[config.mk]
export PLATFORM = sky130hd
export DESIGN_NAME = dmem_arbiter
export DESIGN_NICKNAME = d
export VERILOG_FILES = /design/src/rtl/dmem_pkg.sv /design/src/rtl/dmem_arbiter_starve.sv /design/src/rtl/dmem_arbiter.sv
export SDC_FILE = /design/constraint.sdc
export NUM_CORES = 1
export LEC_CHECK = 0
export BUFFER_PORTS_ARGS = -buffer_cell sky130_fd_sc_hd__buf_2
export CAP_MARGIN = 15
export CELL_PAD_IN_SITES_DETAIL_PLACEMENT = 1
export CELL_PAD_IN_SITES_GLOBAL_PLACEMENT = 1
export CORE_UTILIZATION = 12
export DETAILED_ROUTE_END_ITERATION = 12
export PLACE_DENSITY = 0.76
export SYNTH_ARGS = -nofsm -noshare
export SYNTH_HDL_FRONTEND = slang
export SYNTH_HIERARCHICAL = 1
export SYNTH_SLANG_ARGS = --single-unit
[constraint.sdc]
create_clock -name clk -period 2 [get_ports clk]
set_input_delay 0.1 -clock clk [delete_from_list [all_inputs] [get_ports clk]]
set_output_delay 0.1 -clock clk [all_outputs]
set_load 0.02 [all_outputs]
[src/rtl/dmem_pkg.sv]
// Shared types and constants for the data-memory arbiter.
// Read-owner tag and byte-enable codes used by the arbiter and its users.
package dmem_pkg;

  typedef enum logic [1:0] {
    OWN_NONE = 2'd0,
    OWN_CORE = 2'd1,
    OWN_AUX  = 2'd2
  } owner_e;

  localparam logic [3:0] MEM_BE_NONE = 4'b0000;
  localparam logic [3:0] MEM_BE_WORD = 4'b1111;

endpackage

[src/rtl/dmem_arbiter_starve.sv]
// Saturating starvation counter: inc counts denied cycles, clr restarts.
// Ports: clk, rst_n, inc, clr in; at_limit out (never set when LIMIT=0).
module starve_counter #(
  parameter int LIMIT = 4,
  parameter int W     = (LIMIT < 1) ? 1 : $clog2(LIMIT + 1)
) (
  input  logic clk,
  input  logic rst_n,
  input  logic inc,
  input  logic clr,
  output logic at_limit
);

  localparam logic [W-1:0] LIM = W'(LIMIT);

  logic [W-1:0] r_cnt;

  always_ff @(posedge clk or negedge rst_n) begin
    if (!rst_n) begin
      r_cnt <= '0;
    end else if (clr) begin
      r_cnt <= '0;
    end else if (inc && (r_cnt != LIM)) begin
      r_cnt <= r_cnt + 1'b1;
    end
  end

  assign at_limit = (LIMIT != 0) && (r_cnt == LIM);

endmodule

[src/rtl/dmem_arbiter.sv]
// Two-master arbiter for the single-port data memory: core LSU has priority,
// aux master is forced through after STARVE_LIMIT denied cycles.
// Ports: core_* (LSU), aux_* (req/gnt master), mem_* (sync SRAM, 1-cycle read).
module dmem_arbiter
  import dmem_pkg::*;
#(
  parameter int ADDR_W       = 12,
  parameter int STARVE_LIMIT = 4
) (
  input  logic              clk,
  input  logic              rst_n,
  input  logic              core_cs_n,
  input  logic              core_rd,
  input  logic [3:0]        core_mask,
  input  logic [31:0]       core_addr,
  input  logic [31:0]       core_wdata,
  output logic              core_stall,
  output logic              core_rvalid,
  output logic [31:0]       core_rdata,
  input  logic              aux_req,
  input  logic              aux_we,
  input  logic [3:0]        aux_be,
  input  logic [ADDR_W-1:0] aux_addr,
  input  logic [31:0]       aux_wdata,
  output logic              aux_gnt,
  output logic              aux_rvalid,
  output logic [31:0]       aux_rdata,
  output logic              mem_cs_n,
  output logic              mem_we,
  output logic [3:0]        mem_be,
  output logic [ADDR_W-1:0] mem_addr,
  output logic [31:0]       mem_wdata,
  input  logic [31:0]       mem_rdata
);

  owner_e r_owner;
  owner_e w_owner_d;
  logic   w_creq;
  logic   w_force;
  logic   w_aux_win;
  logic   w_core_win;
  logic   w_unused;

  // Grants are gated by rst_n so the port is idle while in reset.
  assign w_creq     = rst_n && !core_cs_n;
  assign w_aux_win  = rst_n && aux_req && (!w_creq || w_force);
  assign w_core_win = w_creq && !w_aux_win;

  assign core_stall = w_creq && w_aux_win;
  assign aux_gnt    = w_aux_win;

  starve_counter #(
    .LIMIT (STARVE_LIMIT)
  ) u_starve (
    .clk      (clk),
    .rst_n    (rst_n),
    .inc      (aux_req && !w_aux_win),
    .clr      (w_aux_win || !aux_req),
    .at_limit (w_force)
  );

  always_comb begin
    mem_cs_n  = 1'b1;
    mem_we    = 1'b0;
    mem_be    = MEM_BE_NONE;
    mem_addr  = '0;
    mem_wdata = '0;
    w_owner_d = OWN_NONE;
    unique case (1'b1)
      w_aux_win: begin
        mem_cs_n  = 1'b0;
        mem_we    = aux_we;
        mem_be    = aux_we ? aux_be : MEM_BE_NONE;
        mem_addr  = aux_addr;
        mem_wdata = aux_wdata;
        w_owner_d = aux_we ? OWN_NONE : OWN_AUX;
      end
      w_core_win: begin
        mem_cs_n  = 1'b0;
        mem_we    = !core_rd;
        mem_be    = core_rd ? MEM_BE_NONE : core_mask;
        mem_addr  = core_addr[ADDR_W+1:2];
        mem_wdata = core_wdata;
        w_owner_d = core_rd ? OWN_CORE : OWN_NONE;
      end
      default: ;
    endcase
  end

  always_ff @(posedge clk or negedge rst_n) begin
    if (!rst_n) begin
      r_owner <= OWN_NONE;
    end else begin
      r_owner <= w_owner_d;
    end
  end

  assign core_rvalid = (r_owner == OWN_CORE);
  assign aux_rvalid  = (r_owner == OWN_AUX);
  assign core_rdata  = mem_rdata;
  assign aux_rdata   = mem_rdata;

  // Upper/byte-offset address bits fall outside the memory word space.
  assign w_unused = ^{core_addr[31:ADDR_W+2], core_addr[1:0]};

endmodule

==> out/summary.txt <==
Reg clk slew, reported paths = 0.04 ns
Finished Layout Cells = 399
GRT overflow = 0
CP max stage cell = dfrtp_1
Skew-Pair Late Insertion Delay = 0.22 ns
Num rows = 38
Mapped Avg Cell Area = 8.49 um^2
Post-Syn Area = 1330 um^2
Vias in the first global route = 1607
Max Root-Sink Buffers = 2
Worst setup margin = -0.00487 ns
DP HPWL = 4490 um
Flop2flop setup slack = 0.06 ns
Ports = 272
Fmax = 499 MHz
Seq/Total Area, Yosys = 0.0944
Element type at the critical path end = primary output
Synth Register Bits = 5
Global-route wire length before repair = 8280 um
Yosys cell types = 25
Die Width = 107 um
CP Launch Type = flip-flop
Dpl cells = 385
CTS tree = done
Initial antenna violation count = 2
Outcome = finished with violations
Inserted Clock Buffers = 3
Global-route usage over all layers = 0.0948
Post-route antenna net violation count = 0
DR pass1 iterations = 4
Hold slack = 0.124 ns
TNS Setup = -0.00487 ns
CORE AREA = 10800 um^2
Setup CP Type = flip-flop to primary output
Ys Warns = 6
Via count = 1525
Syn Nets = 312
Die height = 107 um
Critical path arrival = 1.90 ns
Crit-path cells = inv_1, ha_4, and2_4, o211ai_4, clkinv_4, buf_12, a22o_1, buf_6
Cell Pwr Density = 350 nW/um^2
Setup violations, final = 1
VDD IR-drop max = 116 uV
Slew Viols, Final = 0
# port buffers = 155
Global placer's final weighted congestion = 0.726
Routed len/inst = 14.9 um
RSZ-0062 raised after global routing = yes
P&R area growth vs syn = 68.8%
H-tree level count = 1
Final Hold Viols = 0
Skew final = 0.00525 ns
Initial DRC count = 47
Tcrit/Tclk final = 1.00
Worst slew margin = 0.834
Cells after synthesis = 156
Max incr delay on CP = 0.35 ns
Root Driver = clkbuf_8
CP required = 1.90 ns
# nets final = 415
Vias/cell = 3.82
Worst min-delay path class = input port to flip-flop
Clk sinks = 5
Initial core utilization = 0.123
Transition time of the tightest slew-check pin = 0.247 ns
Leakage power total = 0.00120 uW
Design Power = 784 uW
Finished Core Util = 0.207
Tmin final = 2.00 ns
Failing checks = setup timing
Fraction of layout cells with a size suffix above 1 = 0.717
Drt drc = 0
Max-Cap Viols = 0
Aggregate routed wire length = 5930 um
Die outline area = 11500 um^2
Largest net degree at the start of global routing = 21
Crit Path Max Fanout = 20
[where the power goes]
| part | internal [uW] | switching (uW) | total, uW |
|---|---|---|---|
| combinational | 261 | 229 | 490 |
| clock | 137 | 47.8 | 184 |
| sequential | 106 | 3.03 | 109 |
| total | 504 | 280 | 784 |
[synthesized netlist by cell type]
| cell type | count | area, um^2 |
|---|---|---|
| o211ai_2 | 1 | 12.5 |
| a21boi_2 | 1 | 11.3 |
| nand2_1 | 1 | 3.75 |
| dfrtp_1 | 5 | 125 |
| a32o_1 | 4 | 40.0 |
| nor2b_1 | 3 | 18.8 |
| mux2i_1 | 1 | 10.0 |
| nor3_1 | 1 | 5.00 |
| a22o_1 | 44 | 385 |
| a21o_2 | 1 | 8.76 |
| nor2_1 | 3 | 11.3 |
| inv_2 | 1 | 3.75 |
| a211oi_1 | 1 | 7.51 |
| and4b_1 | 1 | 10.0 |
| inv_1 | 4 | 15.0 |
| a21oi_4 | 1 | 16.3 |
| a21oi_1 | 1 | 5.00 |
| nand2b_1 | 2 | 12.5 |
| o21ai_0 | 1 | 5.00 |
| mux2_4 | 1 | 15.0 |
| ha_1 | 2 | 25.0 |
| buf_6 | 1 | 11.3 |
| nand2b_4 | 1 | 13.8 |
| buf_4 | 72 | 541 |
| and2_1 | 2 | 12.5 |
[through the flow]
| step | worst slack [ns] | area, um^2 |
|---|---|---|
| finish | -0.00487 | 2240 |
| global placement | 0.0764 | 1810 |
| global route | -0.0806 | 2240 |
| detailed placement | 0.000147 | 1810 |
| floorplan | 0.0877 | 1330 |
| CTS | 0.0139 | 2110 |
[placed cells by master, fill, tap and decap left out, types with 2 or more instances in the layout]
cell      count
nor2_1        3
buf_2       126
buf_16        2
dfrtp_1       5
buf_12        5
nor2b_1       3
inv_1         2
a32o_1        3
nand2b_1      2
clkbuf_8      3
buf_6        28
inv_2         2
a22o_1       44
buf_4         8
[layer usage]
| metal | global-route usage | part of all wire | up-vias |
|---|---|---|---|
| met1 | 0.0980 | 0.35 | 695 |
| met3 | 0.0310 | 0.11 | 16 |
| met4 | 0.0333 | 0.012 | 2 |
| met5 | 0 | 0.0022 | - |
| met2 | 0.177 | 0.52 | 100 |
| li1 | - | - | 712 |
[area by class of cell]
class	instances	area, um^2
inverters	5	23.8
diodes	1	2.50
clock buffers	4	45.0
repair buffers	171	1200
fillers	1289	8560
multi-input cells	73	662
flip-flops and latches	5	125
well taps	140	175
[worst paths after layout]
path                                                       to  cells after the start                     startpoint
worst max register to register  u_starve/r_cnt[0]$_DFFE_PN0P_                      9  u_starve/r_cnt[0]$_DFFE_PN0P_
min in group asynchronous       u_starve/r_cnt[0]$_DFFE_PN0P_                      2                          rst_n
worst min-delay path                     r_owner[0]$_DFF_PN0_                      2                        core_rd
max in group asynchronous                r_owner[1]$_DFF_PN0_                      2                          rst_n
worst min register to register  u_starve/r_cnt[2]$_DFFE_PN0P_                      2  u_starve/r_cnt[2]$_DFFE_PN0P_
worst max-delay path                            mem_wdata[14]                      8  u_starve/r_cnt[0]$_DFFE_PN0P_
[critical path, delay by kind of cell (launching register included)]
family                   cells  cell delay (ns)
AO/OA/AOI/OAI                2             0.42
adder cells (fa/ha/maj)      1             0.18
buffers and inverters        4             0.55
flip-flops                   1             0.35
AND/OR/NAND/NOR              1             0.18
[repair_timing]
item,CTS,global route
cloned,3,0
gates resized for setup,39,33
hold endpoints to repair,5,0
buffers inserted,5,1
setup endpoints to repair,49,41
pin swaps,3,2
hold buffers,1,0
[flip-flops by register name (all words and copies together), names as in the netlist]
name / flops
r_owner: 2
u_starve/r_cnt: 3
[logic make-up (layout without fill, tap and decap cells)]
family                     after synthesis  after routing  synth area share
and+or+nand+nor                         14             14            0.0661
AOI/OAI and AO/OA                       55             55             0.371
muxes                                    2              2            0.0189
adders and majority gates                2              2            0.0189
other                                    0              1                 0
DFF                                      5              5            0.0944
buffers and inverters                   78            180             0.431
No activity file was read; power rests on OpenSTA's default activity.
